**config.mk**
```make
export PLATFORM = sky130hd
export DESIGN_NAME = dwc_lpddr5xphy_pclk_rpt_array
export DESIGN_NICKNAME = d
export VERILOG_FILES = /design/src/rtl/dwc_lpddr5xphy_pclk_rpt_array.sv
export SDC_FILE = /design/constraint.sdc
export NUM_CORES = 1
export LEC_CHECK = 0
export BUFFER_PORTS_ARGS = -buffer_cell sky130_fd_sc_hd__buf_2
export CAP_MARGIN = 20
export CELL_PAD_IN_SITES_DETAIL_PLACEMENT = 0
export CELL_PAD_IN_SITES_GLOBAL_PLACEMENT = 1
export CORE_AREA = 4 4 62 64
export CTS_CLUSTER_DIAMETER = 120
export CTS_CLUSTER_SIZE = 30
export DETAILED_ROUTE_END_ITERATION = 6
export DIE_AREA = 0 0 66 68
export HOLD_SLACK_MARGIN = 0.15
export PLACE_DENSITY_LB_ADDON = 0.25
export SYNTH_ARGS = -nofsm -noshare
export SYNTH_HDL_FRONTEND = slang
export SYNTH_SLANG_ARGS = --single-unit
```
**constraint.sdc**
```tcl
create_clock -name Pclk -period 3.88 [get_ports Pclk]
set_input_delay 0.388 -clock Pclk [delete_from_list [all_inputs] [get_ports Pclk]]
set_output_delay 0.388 -clock Pclk [all_outputs]
set_load 0.005 [all_outputs]
```
**src/rtl/dwc_lpddr5xphy_pclk_rpt_array.sv**
```systemverilog
// rtl/dwc_lpddr5xphy_pclk_rpt_array.sv - multi-lane Pclk repeater array with power-good sequencer
// Lanes are retimed through DEPTH flops and held at zero until power has settled and the pipe has flushed.
module dwc_lpddr5xphy_pclk_rpt_array #(
  parameter int NUM_CH        = 4,
  parameter int WIDTH         = 2,
  parameter int DEPTH         = 3,
  parameter int SETTLE_CYCLES = 8
) (
  input  logic                    Pclk,
  input  logic                    Reset,
  input  logic                    PwrOk,
  input  logic [NUM_CH-1:0]       LaneEn,
  input  logic [NUM_CH*WIDTH-1:0] DataIn,
  output logic [NUM_CH*WIDTH-1:0] DataOut,
  output logic                    Ready,
  output logic [1:0]              State,
  output logic [NUM_CH-1:0]       LaneActive
);

  localparam int NW          = NUM_CH * WIDTH;
  localparam int CNT_MAX     = (SETTLE_CYCLES > DEPTH) ? SETTLE_CYCLES : DEPTH;
  localparam int CW          = $clog2(CNT_MAX + 1);
  localparam int SETTLE_LAST = (SETTLE_CYCLES > 0) ? SETTLE_CYCLES - 1 : 0;
  localparam int FLUSH_LAST  = DEPTH - 1;

  typedef enum logic [1:0] {
    S_OFF    = 2'd0,
    S_SETTLE = 2'd1,
    S_FLUSH  = 2'd2,
    S_ACTIVE = 2'd3
  } state_t;

  state_t                   state, state_n;
  logic [CW-1:0]            cnt, cnt_n;
  logic [DEPTH-1:0][NW-1:0] pipe;
  logic [NUM_CH-1:0]        lane_en_q;
  logic                     pipe_run;

  always_ff @(posedge Pclk) begin
    if (Reset) begin
      state <= S_OFF;
      cnt   <= '0;
    end else begin
      state <= state_n;
      cnt   <= cnt_n;
    end
  end

  // One counter serves both phases: counts up through SETTLE, down through FLUSH.
  always_comb begin
    state_n = state;
    cnt_n   = cnt;
    if (!PwrOk) begin
      state_n = S_OFF;
      cnt_n   = '0;
    end else begin
      case (state)
        S_OFF: begin
          if (SETTLE_CYCLES == 0) begin
            state_n = S_FLUSH;
            cnt_n   = CW'(FLUSH_LAST);
          end else begin
            state_n = S_SETTLE;
            cnt_n   = '0;
          end
        end
        S_SETTLE: begin
          if (cnt == CW'(SETTLE_LAST)) begin
            state_n = S_FLUSH;
            cnt_n   = CW'(FLUSH_LAST);
          end else begin
            cnt_n = cnt + CW'(1);
          end
        end
        S_FLUSH: begin
          if (cnt == '0) begin
            state_n = S_ACTIVE;
          end else begin
            cnt_n = cnt - CW'(1);
          end
        end
        S_ACTIVE: begin
          cnt_n = '0;
        end
        default: begin
          state_n = S_OFF;
          cnt_n   = '0;
        end
      endcase
    end
  end

  assign pipe_run = PwrOk && ((state == S_FLUSH) || (state == S_ACTIVE));

  always_ff @(posedge Pclk) begin
    if (Reset || !pipe_run) begin
      pipe <= '0;
    end else begin
      pipe[0] <= DataIn;
      for (int n = 1; n < DEPTH; n++) begin
        pipe[n] <= pipe[n-1];
      end
    end
  end

  always_ff @(posedge Pclk) begin
    if (Reset) begin
      lane_en_q <= '0;
    end else begin
      lane_en_q <= LaneEn;
    end
  end

  assign Ready      = (state == S_ACTIVE);
  assign State      = state;
  assign LaneActive = {NUM_CH{Ready}} & lane_en_q;

  // Output gating is a pure AND of flop outputs, so Ready edges cannot glitch lanes.
  for (genvar i = 0; i < NUM_CH; i++) begin : g_lane
    assign DataOut[i*WIDTH +: WIDTH] = pipe[DEPTH-1][i*WIDTH +: WIDTH] & {WIDTH{LaneActive[i]}};
  end

endmodule

```
== Word-level counts from Yosys, hierarchy flattened ==
Cells that the tools add are included.

* Flip-flop bits (word level): 34
* Bits of input ports: 15

* Add/sub/neg operators: 2
* Eq/ne operators: 7
* Mux-type cells: 6
* Bitwise operators: 6
* Reductions and logical operators: 10

{| class="wikitable"
|+ Operator list
! cell !! count
|-
| $pmux 4 s3 || 1
|-
| $and 2x2->2 || 4
|-
| $mux 4 || 2
|-
| $ne 2x2->1 const B || 3
|-
| $pmux 2 s3 || 1
|-
| $add 4x1->4 const B || 1
|-
| $and 4x4->4 || 1
|-
| $eq 2x2->1 const B || 2
|-
| $eq 4x3->1 const B || 1
|-
| $logic_not 4->1 || 1
|-
| $mux 2 || 2
|-
| $reduce_or 2->1 || 2
|-
| $sub 4x1->4 const B || 1
|-
| $reduce_and 3->1 || 1
|-
| $reduce_bool 3->1 || 1
|-
| $eq 2x1->1 const B || 1
|-
| $logic_not 2->1 || 1
|-
| $logic_or 1x1->1 || 2
|-
| $logic_and 1x1->1 || 1
|-
| $logic_not 1->1 || 1
|-
| $not 1->1 || 1
|}

== Depth between registers and ports, before layout ==
* Depth in word-level cells: 5
* Mapped depth: 6
* Depth with buffers taken out: 5

== Worst setup path after synthesis ==
OpenSTA, ideal clock, no wires.

* Path type: register to output
* Start: register state[0] (netlist: State[0])
* End: output DataOut[0]
* Arrival: 1.130 ns
* Path slack: 2.362 ns
* Stages on the path, launching flop included: 4
* Buffers on the path: 1
* Cells stage by stage: dfxtp_1 ha_1 clkbuf_1 and3_1

* Word-level cells in the longest chain between the ends: 3

{| class="wikitable"
|+ Ends and longest elaborated chain
! element !! RTL line !! text
|-
| start: declaration || 33 || <nowiki>state_t state, state_n;</nowiki>
|-
| start signal: assignment || 44 || <nowiki>state <= state_n;</nowiki>
|-
| $eq 2x2->1 || 114 || <nowiki>assign Ready = (state == S_ACTIVE);</nowiki>
|-
| named net Ready || 15 || <nowiki>output logic Ready,</nowiki>
|-
| $and 4x4->4 || 116 || <nowiki>assign LaneActive = {NUM_CH{Ready}} & lane_en_q;</nowiki>
|-
| $and 2x2->2 || 120 || <nowiki>assign DataOut[i*WIDTH +: WIDTH] = pipe[DEPTH-1][i*WIDTH +: WIDTH] & {WIDTH{LaneActive[i]}};</nowiki>
|-
| end: declaration || 14 || <nowiki>output logic [NUM_CH*WIDTH-1:0] DataOut,</nowiki>
|}

The timed path passes the listed nets, and every way through them passes these cells.

== Final worst setup path ==
* Start: register state[0] (netlist: State[0])
* End: output DataOut[1]

* Word-level cells in the longest chain between the ends: 3

{| class="wikitable"
|+ Ends and longest elaborated chain
! element !! RTL line
|-
| $eq 2x2->1 || 114
|-
| $and 4x4->4 || 116
|-
| $and 2x2->2 || 120
|}

No other way between the ends.

==> impl_metrics.py <==
metrics = {
    "grt": {
        "overflow": 0,
        "grt_pass1_wl_mm": 4.23,
        "grtUsageTotal_pct": 12.3,
        "grt_pass1_vias": 936,
        "grt_antenna_before_repair": 0,
        "grt_max_degree": 29,
    },
    "critical_path": {
        "criticalPathCategory": "reg2out",
        "end_kind": "primary output",
        "start_kind": "flip-flop",
        "cp.required_ns": 3.49,
        "cp_top_family": "adder cells",
        "crit_chain": "ha_1 -> and3_1 -> buf_2",
        "cp.arrival_ns": 1.60,
        "crit_path_max_fanout": 16,
        "cpMaxStageDelayCell": "ha_1",
        "critical_path_buf_inv_count": 1,
        "max_stage_delay_ns": 0.48,
    },
    "power": {
        "design_power_total_w": 0.000728,
        "seqPwrFrac_pct": 49.5,
        "ir_drop_uv": 249,
        "p_sw_share_pct": 20.7,
        "p_comb_share_pct": 6.6,
        "intPower_w": 0.000578,
        "leakage_nw": 0.842,
        "clockPowerShare_pct": 43.9,
        "powerDensity_nw_per_um2": 445,
        "switchingPower_w": 0.000150,
    },
    "yosys": {
        "syn_inst": 134,
        "syn_area_per_cell_um2": 10.3,
        "synth_top_area_share_pct": 49.5,
        "async_flop_share_pct": 0,
        "yosysWarnings": 0,
        "ys_seq_area_share_pct": 49.5,
        "synth_edf_count": 0,
        "post-synth-top-area-cell": "dfxtp_1",
        "synth-main-ff-cell": "dfxtp_1",
        "syn_nets": 156,
        "ys_ff_latch": 34,
        "yosysUniqueCellTypes": 36,
        "synth_area_um2": 1380,
        "synth_area_leaders": "dfxtp_1, and3_1, ha_1",
    },
    "layout": {
        "regArea_um2": 681,
        "final_nets": 184,
        "multi_input_area_um2": 609,
        "fillers": 296,
        "post-route-util_pct": 49.8,
        "drive_gt1_share_pct": 25.8,
        "num_antenna_cells": 0,
        "area_growth_pct": 19.0,
    },
    "timing": {
        "setup_viol": 0,
        "whs_ns": 0.270,
        "clock.fmax_mhz": 502,
        "slew_headroom_pct": 59.6,
        "rsz0062_at_grt": "no",
        "period_minus_slack_ns": 1.99,
        "final_max_slew_viol_count": 0,
        "finalSetupTns_ns": 0,
        "final-hold-violation-count": 0,
        "worst_slew_pin_slew_ns": 0.606,
        "clock_skew_ns": 0.0101,
        "period_share_pct": 51.3,
        "fin_ws_ns": 1.89,
    },
    "clock_network": {
        "h-tree-depth": 2,
        "path_clk_slew_ns": 0.11,
        "cts_hold_buffers": 0,
        "post_cts_buffers": 0,
        "cts_max_path_buffers": 2,
        "insertion_delay_ns": 0.33,
        "cts-root-buf": "clkbuf_4",
        "cts_resized": 0,
        "clock_sinks": 34,
        "cts_tree": "built",
        "cts_buffers": 5,
    },
    "placement": {
        "buffer_ports.inserted": 29,
        "post-place-ws_ns": 2.08,
        "place_congestion": 0.795,
        "dpl.hpwl_mm": 1.69,
    },
    "floorplanning": {
        "coreArea_um2": 3280,
        "num_io_pins": 30,
        "rows": 21,
        "die_h_um": 68,
        "dieWidth_um": 66,
        "initial_core_util_pct": 41.9,
        "die_area_um2": 4490,
    },
    "route": {
        "wl_per_cell_um": 12.0,
        "drtIter0Drc": 66,
        "via_per_inst": 4.92,
        "postRouteAntennaNets": 0,
        "via_count": 1029,
        "route.detailed.drc": 0,
        "dr.pass1.iters": 4,
        "drt-total-wl_mm": 2.50,
    },
    "worst_hold_path": {
        "min_path_type": "in2reg",
    },
    "flow_run": {
        "max_cap_violations": 0,
    },
    "status": {
        "outcome": "finished, final reports clean",
    },
}
## power by group through the flow
stage	sequential [W]	clock (W)	combinational [W]
final	0.000360	0.000320	0.0000484
after global routing	0.000361	0.000344	0.0000550
after CTS	0.000360	0.000329	0.0000488
after detailed placement	0.000368	0	0.0000481
after global placement	0.000368	0	0.0000467
after floorplan	0.000366	0	0.0000350
## placed cells by master (no fill, tap or decap), types with 2 or more instances in the layout
cell and n:
and3_1 32, o21ai_0 4, dfxtp_1 34, inv_1 8
nor2b_1 6, clkbuf_4 5, buf_2 29, a21oi_1 2
bufinv_16 2, a221oi_1 2, and2_1 4, nor2_1 3
nand3_1 2, ha_1 7
## kinds of logic (layout without fill, tap and decap cells)
family	count (synthesis)	count (layout)	share of synthesized area, %
compound gates	18	18	10.2
simple gates	57	57	27.0
buf+inv	17	46	6.19
flops	34	34	49.5
fa+ha+maj	7	7	6.37
mux	1	1	0.728
## metrics by stage
step	area (µm²)	instances
6_report	1640	209
5_1_grt	1640	209
4_1_cts	1640	209
3_5_place_dp	1530	201
3_3_place_gp	1530	201
2_1_floorplan	1380	134
## synth_stat cells, drive strengths merged (2+ instances only)
| library cell | number |
|---|---|
| nor2 | 3 |
| buf | 6 |
| o21ai | 5 |
| a21oi | 3 |
| ha | 7 |
| nand3 | 2 |
| and3 | 32 |
| inv | 8 |
| clkbuf | 3 |
| a221oi | 2 |
| dfxtp | 34 |
| nor2b | 6 |
| and2 | 4 |
## worst register-to-register path, stage by stage (launching register included)
cell	delay [ns]
dfxtp_1	0.46
inv_1	0.08
ha_1	0.28
or2_1	0.48
o41ai_2	0.31
a21oi_1	0.10
## layout make-up
class / count / share of cell area (%)
clock buffer: 5 / 2.29
timing repair buffer: 30 / 9.33
clock inverter: 3 / 4.20
multi-input combinational: 83 / 37.2
inverter: 8 / 1.83
sequential: 34 / 41.6
tap: 46 / 3.52
## per-layer routing
| metal | track usage (%) | vias to the layer above | wire, µm | part of all wire (%) |
|---|---|---|---|---|
| met1 | 15.0 | 464 | 1210 | 48 |
| li1 | - | 525 | - | - |
| met5 | 0 | - | 0 | 0 |
| met2 | 19.8 | 36 | 1040 | 42 |
| met3 | 4.60 | 4 | 214 | 8.6 |
| met4 | 4.57 | 0 | 29 | 1.2 |
## registers in the layout, summed over array words and instances (netlist names)
register,flops
cnt,4
State,2
pipe,24
lane_en_q,4
## worst paths after layout
check	from	to	slack, ns	cells after the start
worst max-delay path	State[0]	DataOut[1]	1.89	3
worst min-delay path	LaneEn[0]	lane_en_q[0]	0.27	2
worst max register to register	State[0]	State[0]	2.05	5
worst min register to register	pipe[6]	pipe[14]	0.45	1
Note: power is estimated with default switching activity, not from simulation.
